**config.mk**
```make
export PLATFORM = sky130hd
export DESIGN_NAME = matching_engine
export DESIGN_NICKNAME = d
export VERILOG_FILES = /design/src/rtl/matching_engine.sv
export SDC_FILE = /design/constraint.sdc
export NUM_CORES = 1
export LEC_CHECK = 0
export BUFFER_PORTS_ARGS = -buffer_cell sky130_fd_sc_hd__buf_2
export CAP_MARGIN = 20
export CORE_MARGIN = 4
export CORE_UTILIZATION = 50
export DETAILED_ROUTE_END_ITERATION = 8
export PLACE_DENSITY = 0.84
export SLEW_MARGIN = 10
export SYNTH_ARGS = -nofsm -noshare
export SYNTH_HDL_FRONTEND = slang
export SYNTH_SLANG_ARGS = --single-unit
```
**constraint.sdc**
```tcl
create_clock -name clk -period 2.25 [get_ports clk]
set_input_delay 0.225 -clock clk [delete_from_list [all_inputs] [get_ports clk]]
set_output_delay 0.225 -clock clk [all_outputs]
set_load 0.03 [all_outputs]
```
**src/rtl/matching_engine.sv**
```systemverilog
`default_nettype none
// ============================================================================
// Module      : matching_engine
// Description : Top-of-book matching engine. It takes one order at a time over
//               a valid/ready handshake and holds one resting bid and one
//               resting ask. Each incoming order is checked against the
//               opposite side. On a cross, the engine pulses match_flag for one
//               cycle and reports buy/sell price and traded quantity. Any
//               unfilled remainder rests on the book if it improves its side.
//               Otherwise the remainder is dropped.
// Ports       : clk, reset (async, active-low)
//               enable, order_valid/side/price/qty  -> order intake
//               order_ready                         <- engine idle
//               match_flag, buy_price, sell_price, match_qty <- trade report
//               best_bid/bid_qty/bid_valid, best_ask/ask_qty/ask_valid <- book
//               trade_count                         <- saturating trade count
// Revision    : 1.0 - initial release
// ============================================================================
module matching_engine #(
    parameter int PRICE_W = 8,
    parameter int QTY_W   = 4
) (
    input  logic               clk,
    input  logic               reset,
    input  logic               enable,
    input  logic               order_valid,
    input  logic               order_side,
    input  logic [PRICE_W-1:0] order_price,
    input  logic [QTY_W-1:0]   order_qty,
    output logic               order_ready,
    output logic               match_flag,
    output logic [PRICE_W-1:0] buy_price,
    output logic [PRICE_W-1:0] sell_price,
    output logic [QTY_W-1:0]   match_qty,
    output logic [PRICE_W-1:0] best_bid,
    output logic               bid_valid,
    output logic [PRICE_W-1:0] best_ask,
    output logic               ask_valid,
    output logic [QTY_W-1:0]   bid_qty,
    output logic [QTY_W-1:0]   ask_qty,
    output logic [15:0]        trade_count
);

    typedef enum logic [1:0] {
        IDLE  = 2'd0,
        EVAL  = 2'd1,
        MATCH = 2'd2,
        REST  = 2'd3
    } state_t;

    localparam logic [15:0] c_trade_max = 16'hFFFF;

    state_t             r_state;
    logic               r_side;     // 0 = buy, 1 = sell
    logic [PRICE_W-1:0] r_price;
    logic [QTY_W-1:0]   r_qty;      // in-flight quantity, later the remainder

    logic               w_cross;
    logic [QTY_W-1:0]   w_opp_qty;
    logic [QTY_W-1:0]   w_trade_qty;
    logic [QTY_W-1:0]   w_remain;
    logic               w_better;

    // A buy hits the ask and a sell hits the bid. Equal prices count as a cross.
    assign w_cross     = r_side ? (bid_valid && (r_price <= best_bid))
                                : (ask_valid && (r_price >= best_ask));
    assign w_opp_qty   = r_side ? bid_qty : ask_qty;
    assign w_trade_qty = (r_qty < w_opp_qty) ? r_qty : w_opp_qty;
    // match_qty already holds this trade's size during the MATCH cycle.
    assign w_remain    = r_qty - match_qty;
    // An order replaces its own side only if that side is empty or the order
    // is strictly better: a higher bid or a lower ask.
    assign w_better    = r_side ? (!ask_valid || (r_price < best_ask))
                                : (!bid_valid || (r_price > best_bid));

    assign order_ready = (r_state == IDLE);

    always_ff @(posedge clk or negedge reset) begin
        if (!reset) begin
            r_state     <= IDLE;
            r_side      <= 1'b0;
            r_price     <= '0;
            r_qty       <= '0;
            match_flag  <= 1'b0;
            buy_price   <= '0;
            sell_price  <= '0;
            match_qty   <= '0;
            best_bid    <= '0;
            bid_valid   <= 1'b0;
            bid_qty     <= '0;
            best_ask    <= '0;
            ask_valid   <= 1'b0;
            ask_qty     <= '0;
            trade_count <= '0;
        end else begin
            match_flag <= 1'b0;
            case (r_state)
                IDLE: begin
                    if (order_valid && enable) begin
                        r_side  <= order_side;
                        r_price <= order_price;
                        r_qty   <= order_qty;
                        r_state <= EVAL;
                    end
                end
                EVAL: begin
                    if (r_qty == '0) begin
                        r_state <= IDLE;
                    end else if (w_cross) begin
                        buy_price  <= r_side ? best_bid : r_price;
                        sell_price <= r_side ? r_price  : best_ask;
                        match_qty  <= w_trade_qty;
                        match_flag <= 1'b1;
                        r_state    <= MATCH;
                    end else begin
                        r_state <= REST;
                    end
                end
                MATCH: begin
                    if (trade_count != c_trade_max) begin
                        trade_count <= trade_count + 16'd1;
                    end
                    if (r_side) begin
                        if (bid_qty == match_qty) begin
                            bid_valid <= 1'b0;
                            best_bid  <= '0;
                            bid_qty   <= '0;
                        end else begin
                            bid_qty <= bid_qty - match_qty;
                        end
                    end else begin
                        if (ask_qty == match_qty) begin
                            ask_valid <= 1'b0;
                            best_ask  <= '0;
                            ask_qty   <= '0;
                        end else begin
                            ask_qty <= ask_qty - match_qty;
                        end
                    end
                    r_qty   <= w_remain;
                    r_state <= (w_remain != '0) ? REST : IDLE;
                end
                REST: begin
                    if (w_better) begin
                        if (r_side) begin
                            ask_valid <= 1'b1;
                            best_ask  <= r_price;
                            ask_qty   <= r_qty;
                        end else begin
                            bid_valid <= 1'b1;
                            best_bid  <= r_price;
                            bid_qty   <= r_qty;
                        end
                    end
                    r_state <= IDLE;
                end
                default: r_state <= IDLE;
            endcase
        end
    end

endmodule
`default_nettype wire

```
== Word level (Yosys, flattened, before mapping) ==
Index checks and enable logic that the tools add are counted.

* Bits in registers: 78
* Input port bits: 17
* Output and inout bits: 64
* Logic and storage cells: 105

* Add/sub/neg operators: 4
* $lt $le $gt $ge: 5
* Equal/unequal tests: 14
* Muxes and demuxes: 44
* Bitwise operators: 1
* Reductions and logical operators: 22

{| class="wikitable"
|+ Operators by type and width
! cell !! count
|-
| 8-bit 2-to-1 mux || 8
|-
| 4-bit 2-to-1 mux || 11
|-
| 8-bit one-hot mux with 2 select lines || 2
|-
| 4-bit one-hot mux with 2 select lines || 3
|-
| 16-bit by 1-bit adder with 16-bit output, second input constant || 1
|-
| 16-bit != test, second input constant || 1
|-
| 4-bit AND reduction || 4
|-
| 1-bit 2-to-1 mux || 14
|-
| 2-bit != test, second input constant || 7
|-
| 4-bit subtractor || 3
|-
| 5-bit AND reduction || 2
|-
| 4-bit equality test || 2
|-
| 8-bit >= comparator || 1
|-
| 8-bit > comparator || 1
|-
| 8-bit <= comparator || 1
|-
| 8-bit < comparator || 1
|-
| 2-bit one-hot mux with 4 select lines || 1
|-
| 2-bit 2-to-1 mux || 3
|-
| 2-bit AND reduction || 3
|-
| 2-bit equality test, second input constant || 2
|-
| 4-bit zero test || 1
|-
| 4-bit < comparator || 1
|-
| 1-bit one-hot mux with 2 select lines || 2
|-
| 2-bit nonzero test || 2
|-
| other kinds (9) || 13
|}

== Depth between registers and ports, before layout ==
* Depth in word-level cells: 6
* Depth in mapped cells: 9
* Gate-level depth less buffers: 8

== Worst setup path before layout ==
No wires, ideal clock.

* Path type: register to register
* From: reg best_ask[7]
* To: reg ask_qty[1]
* Library setup time: 125 ps
* Arrival time: 2304 ps
* Required time: 2125 ps
* Path slack: -178 ps
* Cell stages (with the launch flop): 8
* Path buffers: 0
* Period minus slack after synthesis: 2428 ps
* Cells stage by stage: dfrtp_1 inv_1 ha_1 a21o_1 a22o_1 nor4_4 a21o_1 mux2_2

* Word-level cells in the longest chain between the ends: 5

{| class="wikitable"
|+ RTL lines
! item !! RTL line !! source
|-
| from (decl) || 37 || <nowiki>output logic [PRICE_W-1:0] best_ask,</nowiki>
|-
| from (signal assigned) || 147 || <nowiki>best_ask <= r_price;</nowiki>
|-
| 8-bit < comparator || 73 || <nowiki>assign w_better = r_side ? (!ask_valid || (r_price < best_ask))</nowiki>
|-
| 1-bit logical OR || 73 ||
|-
| 1-bit 2-to-1 mux || 73 ||
|-
| 2-bit != test (no source line) || n/a ||
|-
| 4-bit AND reduction (no source line) || n/a ||
|-
| to (signal assigned) || 137 || <nowiki>ask_qty <= ask_qty - match_qty;</nowiki>
|-
| to (signal assigned) || 148 || <nowiki>ask_qty <= r_qty;</nowiki>
|-
| to (decl) || 40 || <nowiki>output logic [QTY_W-1:0] ask_qty,</nowiki>
|}

Every way passes these cells.
A chain may end at the register's enable or synchronous reset.

== Final worst setup path ==
* From: reg r_price[7]
* To: reg ask_qty[2]

* Word-level cells in the longest chain between the ends: 5
* Elaborated cells on any way between the ends: 7
* Classes of those cells: 2 x order compare; 1 x eq/ne; 1 x mux; 3 x reduce/logical

{| class="wikitable"
|+ RTL lines
! item !! RTL line !! source
|-
| from (decl) || 55 || <nowiki>logic [PRICE_W-1:0] r_price;</nowiki>
|-
| from (signal assigned) || 101 || <nowiki>r_price <= order_price;</nowiki>
|-
| 8-bit > comparator or 8-bit < comparator (tied branches) || 74, 73 ||
|-
| 1-bit logical OR, on equally long branches || 74, 73 ||
|-
| 1-bit 2-to-1 mux * || 73 ||
|-
| 2-bit != test (no source line) * || n/a ||
|-
| 4-bit AND reduction (no source line) * || n/a ||
|}

Every way passes the cells marked *; elsewhere a longest branch is shown, timed or not.

==> flow_summary.yaml <==
outcome:
  status: "finished with violations"
  failed_checks: "negative hold slack, negative setup slack"
logic_synthesis:
  syn_area_um2: 4460
  ys_ff_latch: 78
  postSynthCellCount: 412
  ys_types: 57
  syn_area_per_cell_um2: 10.8
  yosys_warnings: 0
  synth_nets: 461
  seq_area_frac_synth: 0.437
  synth_flop_cell: "dfrtp_1"
  async_flop_share: 1.00
  synth_edf_count: 0
detailed_routing:
  m1WireLength_um: 4950
  drc: 0
  top_layer_used: "met4"
  wl_um: 11800
  drt.antenna.violating_nets: 0
  vias: 3677
  detail_route.wl_per_cell_um: 18.2
  wl_met2_um: 5680
  vias_per_cell: 5.69
  drt_pass1_iterations: 5
  routed-wl-met3_um: 852
  drt_iter0_drc: 221
timing:
  skew_ns: 0.0149
  period_minus_slack_ns: 2.28
  worst_pin_slew_ns: 0.887
  final-setup-viol-count: 3
  hold_slack_ns: -0.0107
  hold_viol: 6
  grt_setup_unrepaired: "yes"
  maxSlewViolCount: 0
  setup-tns-final_ns: -0.0448
  clock.fmax_mhz: 439
  setup_slack_ns: -0.0261
  slew_headroom: 0.409
  period_share: 1.01
power_and_ir_drop:
  ir_drop_mv: 0.703
  total_power_mw: 9.64
  leakage_nw: 2.81
  power_density_nw_per_um2: 1720
clock_tree:
  cts.path.max_buffers: 2
  cts_tree: "yes"
  cts_buffers: 9
  cts_max_level: 3
  path_clk_slew_ns: 0.09
  clkLatencyLatePin_ns: 0.36
  clkSinkCount: 78
  clockRootBuffer: "clkbuf_8"
setup_path:
  critical_path_class: "flop to flop"
  r2r_start: "r_price[7]$_DFFE_PN0P_"
  critPathLaunch: "r_price[7]$_DFFE_PN0P_"
  crit_path_end_kind: "flop"
  critPathLaunchType: "flop"
  cp_data_required_time_ns: 2.48
  cp.arrival_ns: 2.51
  critPathMaxFanout: 4
placement:
  dpl-instance-area_um2: 5250
  portBuffers: 80
  place_inst: 619
  dp_hpwl_um: 8070
  post-place-ws_ns: -0.0195
  globalplace.congestion: 0.867
final_layout:
  drive_gt1_frac: 0.418
  fin_area_um2: 5620
  nFillCells: 641
  syn2layout_area_growth_pct: 25.8
  nets: 582
  final_cells: 646
  ff_latch_area_um2: 1970
  final_util: 0.644
  n_antenna_cell: 0
  multiInputGateArea_um2: 2480
floorplan:
  num_rows: 34
  ios: 81
  die_w_um: 102
  die_area_um2: 10500
  start_util: 0.512
  die_y_um: 102
  core_area_um2: 8720
global_routing:
  grt_max_degree: 71
  grt_pass1_vias: 3600
  track_usage: 0.214
  grt_pass1_wl_um: 17700
  gr-total-overflow: 0
  antenna_found_initial: 0
job:
  drv_cap: 0
hold_path:
  hold_class: "primary input to asynchronous set/reset pin"
-- final cells by class --
class | count | area share
tap | 108 | 0.0241
sequential | 78 | 0.351
inverter | 30 | 0.0200
clock buffer | 12 | 0.0241
timing repair buffer | 122 | 0.134
multi-input combinational | 292 | 0.442
clock inverter | 4 | 0.00423
-- cell usage after synthesis (3+ instances only) --
library cell | count | area, µm²
a221o_1 | 3 | 30.0
mux2_2 | 21 | 236
inv_1 | 30 | 113
a31oi_1 | 3 | 18.8
buf_2 | 3 | 15.0
a22o_1 | 9 | 78.8
mux2_1 | 4 | 45.0
mux2i_1 | 9 | 90.1
nor3_1 | 8 | 40.0
a21oi_1 | 18 | 90.1
nand3_1 | 8 | 40.0
o21ai_0 | 26 | 130
dfrtp_1 | 78 | 1950
fa_1 | 3 | 60.1
nand2_1 | 45 | 169
nand4_1 | 8 | 50.1
clkbuf_1 | 5 | 18.8
nor2_1 | 19 | 71.3
ha_1 | 29 | 363
xnor2_1 | 9 | 78.8
xor2_1 | 10 | 87.6
a21o_1 | 7 | 52.6
mux2_4 | 15 | 225
-- path summary, 6_finish.rpt --
path / endpoint / slack, ns / cells after the start
max: ask_qty[2]$_DFFE_PN0P_ / -0.03 / 6
min: trade_count[5]$_DFFE_PN0P_ / -0.01 / 1
max reg2reg: ask_qty[2]$_DFFE_PN0P_ / -0.03 / 6
min reg2reg: sell_price[3]$_DFFE_PN0P_ / 0.51 / 1
max in group asynchronous: trade_count[13]$_DFFE_PN0P_ / 1.57 / 2
min in group clk: r_price[0]$_DFFE_PN0P_ / 0.06 / 3
-- metal layers --
| metal | GRT usage | up-vias |
|---|---|---|
| li1 | - | 1711 |
| met1 | 0.283 | 1786 |
| met2 | 0.352 | 154 |
| met3 | 0.0471 | 26 |
| met4 | 0.0686 | 0 |
| met5 | 0 | - |
-- layout by cell type (no fill, tap or decap), types with 15 or more instances in the layout --
| cell | instances |
|---|---|
| a21oi_1 | 15 |
| buf_2 | 79 |
| buf_4 | 40 |
| dfrtp_1 | 61 |
| dfrtp_2 | 17 |
| ha_1 | 21 |
| inv_1 | 25 |
| mux2_2 | 17 |
| mux2_4 | 23 |
| nand2_1 | 45 |
| nor2_1 | 19 |
| o21ai_0 | 26 |
-- repair_timing --
| action | CTS | global route |
|---|---|---|
| resized for setup | 4 | 18 |
| cloned | 0 | 1 |
| hold buffers | 0 | 0 |
| setup buffers | 5 | 5 |
| pin swaps | 1 | 7 |
| setup endpoints to repair | 9 | 23 |
-- state kept, by name, indices dropped and copies added, names as in the netlist --
register / flops
r_price: 8
sell_price: 8
r_side: 1
r_qty: 4
match_flag: 1
buy_price: 8
bid_valid: 1
ask_qty: 4
best_ask: 8
r_state: 2
best_bid: 8
bid_qty: 4
match_qty: 4
ask_valid: 1
trade_count: 16
-- worst max-delay path, stage by stage (launching register included) --
cell	delay, ns
dfrtp_2	0.47
ha_4	0.26
a21o_1	0.15
a22o_2	0.31
nor4_4	0.34
a21o_1	0.28
mux2_4	0.33
-- cell families after synthesis --
| logic type | after synthesis | synth area share |
|---|---|---|
| fa+ha+maj | 32 | 0.0948 |
| xor+xnor | 20 | 0.0423 |
| buf+inv | 42 | 0.0412 |
| compound gates | 83 | 0.128 |
| flops | 78 | 0.437 |
| simple gates | 108 | 0.123 |
| mux | 49 | 0.134 |
-- where the power goes --
part	switching [mW]	internal [mW]	total, mW
logic	3.33	2.77	6.10
clock network	0.514	0.399	0.913
registers	0.639	1.99	2.62
total	4.48	5.15	9.64
Note: power is estimated with default switching activity, not from simulation.
